## config.mk

```make
export PLATFORM = sky130hd
export DESIGN_NAME = pmod_led_arbiter
export DESIGN_NICKNAME = d
export VERILOG_FILES = /design/src/rtl/pmod_led_arbiter.sv
export SDC_FILE = /design/constraint.sdc
export NUM_CORES = 1
export LEC_CHECK = 0
export ABC_CLOCK_PERIOD_IN_PS = 5200
export CAP_MARGIN = 25
export CORE_MARGIN = 5
export CORE_UTILIZATION = 52
export DETAILED_ROUTE_END_ITERATION = 8
export GPL_TIMING_DRIVEN = 0
export PLACE_DENSITY = 0.95
export SYNTH_ARGS = -nofsm -noshare
export SYNTH_HDL_FRONTEND = slang
export SYNTH_SLANG_ARGS = --single-unit
```

## constraint.sdc

```tcl
create_clock -name clk -period 5.2 [get_ports clk]
set_input_delay 1.56 -clock clk [delete_from_list [all_inputs] [get_ports clk]]
set_output_delay 1.56 -clock clk [all_outputs]
set_load 0.02 [all_outputs]
```

## src/rtl/pmod_led_arbiter.sv

```systemverilog
`default_nettype none
// ==== pmod_led_arbiter: round-robin owner of the 8-LED Pmod bank with hold time and PWM (rev 1.0) ====
module pmod_led_arbiter #(
  parameter int N_REQ      = 4,
  parameter int TICK_DIV   = 8000000,
  parameter int HOLD_TICKS = 4,
  parameter int PWM_BITS   = 4
) (
  input  logic                      clk,
  input  logic                      rst,
  input  logic [N_REQ-1:0]          req,
  input  logic [8*N_REQ-1:0]        pattern,
  input  logic [PWM_BITS*N_REQ-1:0] level,
  output logic [N_REQ-1:0]          grant,
  output logic                      busy,
  output logic                      tick,
  output logic [7:0]                leds
);

  localparam int IW = (N_REQ > 1) ? $clog2(N_REQ) : 1;
  localparam int PW = (TICK_DIV > 1) ? $clog2(TICK_DIV) : 1;
  localparam int HW = $clog2(HOLD_TICKS + 1);

  localparam logic [0:0] ST_IDLE = 1'b0;
  localparam logic [0:0] ST_OWN  = 1'b1;

  logic [0:0]          state_q, state_d;
  logic [N_REQ-1:0]    grant_q, grant_d;
  logic [IW-1:0]       rr_q, rr_d;
  logic [HW-1:0]       hold_q, hold_d;
  logic [PW-1:0]       presc_q;
  logic                tick_q;
  logic [PWM_BITS-1:0] pwm_q;
  logic [7:0]          leds_q, leds_d;

  logic                win_found;
  logic [IW-1:0]       win_idx;
  logic [IW:0]         scan_sum;
  logic [N_REQ-1:0]    win_onehot;
  logic [IW-1:0]       win_rr;
  logic                own_req;
  logic [7:0]          pat_g;
  logic [PWM_BITS-1:0] lvl_g;
  logic                pwm_on;

  // Scan from rr_q; the current owner is never its own successor.
  always_comb begin
    win_found = 1'b0;
    win_idx   = '0;
    scan_sum  = '0;
    for (int k = 0; k < N_REQ; k++) begin
      scan_sum = {1'b0, rr_q} + (IW+1)'(k);
      if (scan_sum >= (IW+1)'(N_REQ)) scan_sum = scan_sum - (IW+1)'(N_REQ);
      if (!win_found && req[scan_sum[IW-1:0]] && !grant_q[scan_sum[IW-1:0]]) begin
        win_found = 1'b1;
        win_idx   = scan_sum[IW-1:0];
      end
    end
  end

  always_comb begin
    win_onehot          = '0;
    win_onehot[win_idx] = 1'b1;
    win_rr              = (win_idx == IW'(N_REQ - 1)) ? '0 : win_idx + 1'b1;
  end

  always_comb begin
    pat_g = '0;
    lvl_g = '0;
    for (int i = 0; i < N_REQ; i++) begin
      if (grant_q[i]) begin
        pat_g = pattern[8*i +: 8];
        lvl_g = level[PWM_BITS*i +: PWM_BITS];
      end
    end
  end

  assign own_req = |(req & grant_q);
  assign pwm_on  = (lvl_g == {PWM_BITS{1'b1}}) || (pwm_q < lvl_g);
  assign leds_d  = ((state_q == ST_OWN) && pwm_on) ? pat_g : 8'h00;

  always_comb begin
    state_d = state_q;
    grant_d = grant_q;
    rr_d    = rr_q;
    hold_d  = hold_q;
    case (state_q)
      ST_IDLE: begin
        if (win_found) begin
          state_d = ST_OWN;
          grant_d = win_onehot;
          rr_d    = win_rr;
          hold_d  = '0;
        end
      end
      ST_OWN: begin
        if ((!own_req || hold_q == HW'(HOLD_TICKS)) && win_found) begin
          grant_d = win_onehot;
          rr_d    = win_rr;
          hold_d  = '0;
        end else if (!own_req) begin
          state_d = ST_IDLE;
          grant_d = '0;
        end else if (tick_q && hold_q != HW'(HOLD_TICKS)) begin
          hold_d = hold_q + 1'b1;
        end
      end
      default: begin
        state_d = ST_IDLE;
        grant_d = '0;
      end
    endcase
  end

  always_ff @(posedge clk) begin
    if (rst) begin
      state_q <= ST_IDLE;
      grant_q <= '0;
      rr_q    <= '0;
      hold_q  <= '0;
      presc_q <= '0;
      tick_q  <= 1'b0;
      pwm_q   <= '0;
      leds_q  <= 8'h00;
    end else begin
      state_q <= state_d;
      grant_q <= grant_d;
      rr_q    <= rr_d;
      hold_q  <= hold_d;
      pwm_q   <= pwm_q + 1'b1;
      leds_q  <= leds_d;
      if (presc_q == PW'(TICK_DIV - 1)) begin
        presc_q <= '0;
        tick_q  <= 1'b1;
      end else begin
        presc_q <= presc_q + 1'b1;
        tick_q  <= 1'b0;
      end
    end
  end

  assign grant = grant_q;
  assign busy  = (state_q == ST_OWN);
  assign tick  = tick_q;
  assign leds  = leds_q;

endmodule
`default_nettype wire
```

==> results of run 1 <==
[final cells by class]
class | count | area share [%]
clock buffer | 7 | 2.35
multi-input combinational | 219 | 43.9
timing repair buffer | 67 | 20.6
tap | 54 | 2.08
buffer | 12 | 1.77
sequential | 46 | 28.3
inverter | 9 | 1.04
[worst paths after layout]
path,slack (ps),cells past startpoint,end
worst max-delay path,1930,9,leds[5]
worst min-delay path,480,1,presc_q[0]
worst max register to register,2810,10,leds[5]
worst min register to register,480,1,presc_q[0]
[registers in the layout (all words and copies together), names as in the netlist]
signal	flops
presc_q	23
leds	8
grant	4
pwm_q	4
hold_q	3
rr_q	2
busy	1
tick	1
[kinds of logic after synthesis]
family          synth area share (%)
compound gates                  19.7
simple gates                    24.9
mux                            0.410
buf+inv                         3.74
flops                           37.7
fa+ha+maj                       5.64
xor+xnor                        7.90
[through the flow]
step / utilization, % / total power, mW / std cells
3_3_place_gp: 68.6 / 0.887 / 407
4_1_cts: 70.3 / 1.11 / 414
6_report: 70.3 / 1.10 / 414
3_5_place_dp: 68.6 / 0.907 / 407
2_1_floorplan: - / 0.743 / 286
5_1_grt: 70.3 / 1.18 / 414
[synthesized netlist by cell type (2+ instances only)]
master,instances
a22oi_1,6
or2_1,2
o21ai_0,3
o22ai_1,4
inv_1,8
nor4_1,4
xor2_1,16
and3_1,3
a211oi_2,8
a21oi_1,17
o21ai_1,8
a21o_1,3
ha_1,11
and4_1,2
clkbuf_1,8
o21a_1,2
nor3_1,8
nand4_1,6
nand2b_1,12
a221oi_1,10
nor2_1,43
nand2_1,10
dfxtp_1,46
nor2b_1,4
xnor2_1,6
nand3_1,17
[power by group]
part / total, mW / internal, mW / switching (mW) / leakage (nW)
clock network: 0.201 / 0.0926 / 0.109 / 0.0383
logic: 0.489 / 0.210 / 0.279 / 0.750
registers: 0.414 / 0.382 / 0.0322 / 0.374
total: 1.10 / 0.685 / 0.419 / 1.16
[worst reg2reg max path, cell delays in order, from the launching register on]
cell      delay, ps
dfxtp_1         460
and2b_2         280
buf_6           140
a22oi_1         190
a21o_1          180
ha_1            160
o21ai_0          90
nand2b_1         70
a21oi_1          70
a21oi_2         460
a211oi_2        150
[routing by layer]
layer / GRT usage [%] / vias up / wire length (µm)
met4: 5.94 / 0 / 76
met1: 23.5 / 1104 / 2580
met2: 38.4 / 86 / 3160
li1: - / 1171 / -
met5: 0 / - / 0
met3: 6.77 / 10 / 530
==> results.md, run 1 <==
- H-tree depth: 2
- Final instance area: 3250 µm²
- Leading cell types in the layout, fill and taps excluded: 67 x clkdlybuf4s50_1, 46 x dfxtp_1, 43 x nor2_1
- Tot GR Track Use: roughly a fifth
- CTS tree: done
- Rel. slew slack: a little over half
- Critical Path Max Stage Delay: roughly 470 ps
- Crit path buffers/inverters: 1
- Tcrit/Tclk final: a little over three fifths
- Reg-to-Reg Start: grant[1]
- Number of synthesized flops with an enable pin: 0
- Final GP Congestion: ~0.8
- Hold crit path type: register to register
- CP Launch Point: level[5]
- Cts hold-fix bufs: 0
- Fmax: between 0.3 and 0.4 GHz
- Drt pass-1 iters: 4
- Drt wl/cell: 15.3 µm
- Avg Inst Size Synth: around 8.5 µm²
- CORE AREA: around 4600 µm²
- Starting Density: 52.7%
- Drt first-iter violations: 105
- Hold Startpoint: presc_q[0]
- WL final: roughly 6.3 mm
- Final Hold Vio Count: 0
- Antenna violations before repair: 0
- Ys async rst share: 0%
- Die area: around 6200 µm²
- CTS Root Buffer Type: clkbuf_8
- PortBufs: 67
- Final WS setup: around 1900 ps
- Static leakage: about 1.2 nW
- P&R area growth vs syn: 33.4%
- Cell taking the most area after synthesis: dfxtp_1
- Dpl hpwl: 5.00 mm
- Main flop type after synthesis: dfxtp_1
- Worst-margin pin slew: roughly 670 ps
- Bufs on Longest Clock Path: 2
- Clock skew: around 5.5 ps
- Mapped Nets: between 300 and 400
- Fin crit period: roughly 3300 ps
- Post-Place Cell Area: around 3200 µm²
- Critical Path Fanout Max: 8
- Crit path max-delay cell type: clkdlybuf4s50_1
- Multi-input gate area: around 1400 µm²
- Register area: 921 µm²
- Hold Slack: between 400 and 500 ps
- Startpoint Class: primary input
- # IOs: 68
- Synth cell types: 45
- # DRC: 0
- CP Cell Sequence: clkdlybuf4s50_1, a22oi_1, a21o_1, ha_1, o21ai_0, nand2b_1, a21oi_1, a21oi_2, a211oi_2
- Mapped Area: about 2400 µm²
- Critical path data arrival time: about 3400 ps
- Largest cells by area after synthesis: dfxtp_1 38%, nor2_1 6.6%, xor2_1 5.7%, ha_1 5.6%, a211oi_2 4.1%
- Unrepaired setup endpoints after global routing: false
- PwrDens: between 300 and 400 nW/µm²
- Overflow after GRT: 0
- ANT nets after route: 0
- Flops & latches, synth: 46
- Vias per cell: 5.73
- Crit Path Class: primary input to register
- CTS sink cnt: 46
- Post-CTS setup buffer count: 0
- Max-Cap Viols: 0
- Synth warn: 0
- Via count: 2,371
- Post-Syn Instances: approximately 290
- Worst EP required: about 5400 ps
- Ant diodes: 0
- Pre-CTS WS: 1630 ps
- Worst-Skew Late Latency: 300 ps
- Delay-heaviest family, CP: compound AO/OA/AOI/OAI gates
- Largest net degree at the start of global routing: 13
- Post-CTS sizing: 0
- Worst setup EP type: register
- Die W: 78.5 µm
- Final setup viols: 0
- Setup TNS: 0 ps
- Fill count: 350
- Vias in the first global route: between 2,000 and 2,500
- Most common cell after layout, fill and taps aside: clkdlybuf4s50_1
- Clk pin slew, worst setup/hold paths: 70 ps
- First-pass GRT wire length: approximately 11 mm
- Cell Rows: 25
- Die Y: just under 80 µm
- Num CTS Buffers: 5
- Final #Nets: 425
- Register area share after synthesis: ~38%
- Final Max Slew Viols: 0
- Worst VDD drop: just under 0.2 mV
- Status: finished, final reports clean
- Layout cells sized above 1: 5.28%
- Top-area cell type share of the netlist area: a little under two fifths
No activity file was read; power rests on OpenSTA's default activity.
==> run 2, diff against run 1 <==
ABC_CLOCK_PERIOD_IN_PS = 3140   (was 5200)
CORE_UTILIZATION = 48   (was 52)
PLACE_DENSITY = 0.9   (was 0.95)
clock period = 3.14 ns   (was 5.2 ns; I/O delays follow)
==> results.md, run 2 (synthesized netlist as in run 1, its figures left out) <==
- Status: finished, final reports clean
- Reg2Reg Capture Point: rr_q[1]
- Hold Slack: 479 ps (+1.39 ps)
- Largest net degree at the start of global routing: 15 (+2)
- Clock Power Share: 20.2% (+2.0 points)
- Post-CTS setup buffer count: 0 (unchanged)
- Vias in the first global route: 2,363 (-1.2%)
- WL final: 6.42 mm (+1.1%)
- Die Y: 81.3 µm (+3.6%)
- Final Max Slew Viols: 0 (unchanged)
- Number of flip-flops in the largest register: 23 (unchanged)
- Vias per cell: 5.44 (-5.0%)
- Tot GR Track Use: 20.3% (-0.86 points)
- Post-CTS sizing: 0 (unchanged)
- Unrepaired setup endpoints after global routing: false
- Clk pin slew, worst setup/hold paths: 90 ps (+20 ps)
- Final Hold Vio Count: 0 (unchanged)
- CTS tree: done
- Bufs on Longest Clock Path: 2 (unchanged)
- Cell Rows: 26 (+4.0%)
- Via count: 2,346 (-1.1%)
- H-tree depth: 2 (unchanged)
- Final setup viols: 0 (unchanged)
- Worst-margin pin slew: 670 ps (-0.357 ps)
- Worst VDD drop: 0.292 mV (+48%)
- CTS Root Buffer Type: clkbuf_8
- P&R area growth vs syn: 35.0%
- Cts hold-fix bufs: 0 (unchanged)
- Critical path data arrival time: 2780 ps (-650 ps)
- PortBufs: 67 (unchanged)
- CP Launch Point: level[5]
- R2r setup slk: 690 ps (-2120 ps)
- Rel. slew slack: 54.9% (about the same)
- Tcrit/Tclk final: approximately 83%
- Starting Density: 48.7% (-4.0 points)
- Worst EP required: 3310 ps (-2050 ps)
- Startpoint Class: primary input
- Leading cell types in the layout, fill and taps excluded: 67 x clkdlybuf4s50_1, 46 x dfxtp_1, 43 x nor2_1
- Psw: 0.714 mW (+70%)
- CORE AREA: 5010 µm² (+8.2%)
- Reg-to-Reg Start: grant[2]
- Drt first-iter violations: 172 (+64%)
- Final GP Congestion: 0.794 (-3.8%)
- Gate power share: 43.2% (-1.1 points)
- PwrDens: 569 nW/µm² (+68%)
- Drt wl/cell: 14.9 µm (-2.8%)
- Fmax: roughly 0.38 GHz
- Sw Ratio: 38.1% (+0.14 points)
- Most common cell after layout, fill and taps aside: clkdlybuf4s50_1
- Worst setup EP type: register
- Worst-Skew Late Latency: 300 ps (about the same)
- Clock skew: 7.14 ps (+1.65 ps)
- Top reg by flops: presc_q
- CTS sink cnt: 46 (unchanged)
- Worst Setup EP: leds[1]
- Final #Nets: 425 (unchanged)
- Antenna violations before repair: 0 (unchanged)
- Num CTS Buffers: 5 (unchanged)
- Overflow after GRT: 0 (unchanged)
- Sequential power share: 36.6% (-0.9 points)
- Int Pwr: 1.16 mW (+69%)
- Dpl hpwl: 4.92 mm (-1.6%)
- Die area: 6610 µm² (+7.2%)
- R2r worst-path depth: 8 (-2)
- Layout cells sized above 1: 6.09% (+0.82 points)
- Hold crit path type: register to register
- # IOs: 68 (unchanged)
- Drt pass-1 iters: 6 (+2)
- Static leakage: 1.17 nW (+0.76%)
- Fin crit period: around 2600 ps
- Crit Path Class: primary input to register
- ANT nets after route: 0 (unchanged)
- Ant diodes: 0 (unchanged)
- First-pass GRT wire length: 10.7 mm (+0.13%)
- Critical Path Fanout Max: 8 (unchanged)
- Die W: 81.3 µm (+3.6%)
- Max-Cap Viols: 0 (unchanged)
- # DRC: 0 (unchanged)
- Setup TNS: 0 ps (unchanged)
[run 2: cell count changes in the layout (fill, tap and decap cells not counted), sizes merged]
cell,change
clkbuf,-1
clkinv,+1
clkinvlp,+1
[run 2: how the worst min path moves through the flow]
stage,cells past startpoint,to,startpoint
2_1_floorplan,1,pwm_q[0],pwm_q[0]
3_3_place_gp,1,pwm_q[0],pwm_q[0]
3_5_place_dp,1,pwm_q[0],pwm_q[0]
4_1_cts,1,pwm_q[0],pwm_q[0]
5_1_grt,1,pwm_q[0],pwm_q[0]
6_report,1,pwm_q[0],pwm_q[0]
[run 2: layout make-up]
class	count	area, µm²
Clock buffer	6	82.6
Sequential cell	46	921
Multi-Input combinational cell	219	1430
Tap cell	70	87.6
Fill cell	448	1720
Inverter	9	33.8
Buffer	12	57.6
Timing Repair Buffer	67	671
Clock inverter	2	12.5
[run 2: layer usage]
| layer | global-route usage (%) | wire [µm] |
|---|---|---|
| met1 | 23.8 | 2730 |
| met4 | 8.45 | 154 |
| met5 | 0 | 0 |
| met2 | 34.1 | 2890 |
| met3 | 6.10 | 642 |
[run 2: critical path: stages]
cell             delay, ps
clkdlybuf4s50_1        470
a22oi_1                100
a21o_1                 230
ha_1                   270
o21ai_0                 60
nand2b_1                70
a21oi_1                 70
a21oi_2                430
a211oi_2               150
[run 2: power groups by stage]
| stage | registers [mW] | clock network (mW) | logic (mW) |
|---|---|---|---|
| final | 0.685 | 0.378 | 0.810 |
| after floorplan | 0.725 | 0 | 0.506 |
| after CTS | 0.685 | 0.388 | 0.809 |
| after global placement | 0.696 | 0 | 0.779 |
| after global routing | 0.694 | 0.417 | 0.893 |
| after detailed placement | 0.698 | 0 | 0.801 |
[run 2: stage by stage]
step,instances,setup WS [ps],power [mW],cell area (µm²),util [%]
2_1_floorplan,286,875,1.23,2440,-
3_3_place_gp,423,215,1.48,3200,63.8
3_5_place_dp,423,197,1.50,3200,63.8
4_1_cts,431,518,1.88,3290,65.7
5_1_grt,431,429,2.00,3290,65.7
6_report,431,524,1.87,3290,65.7
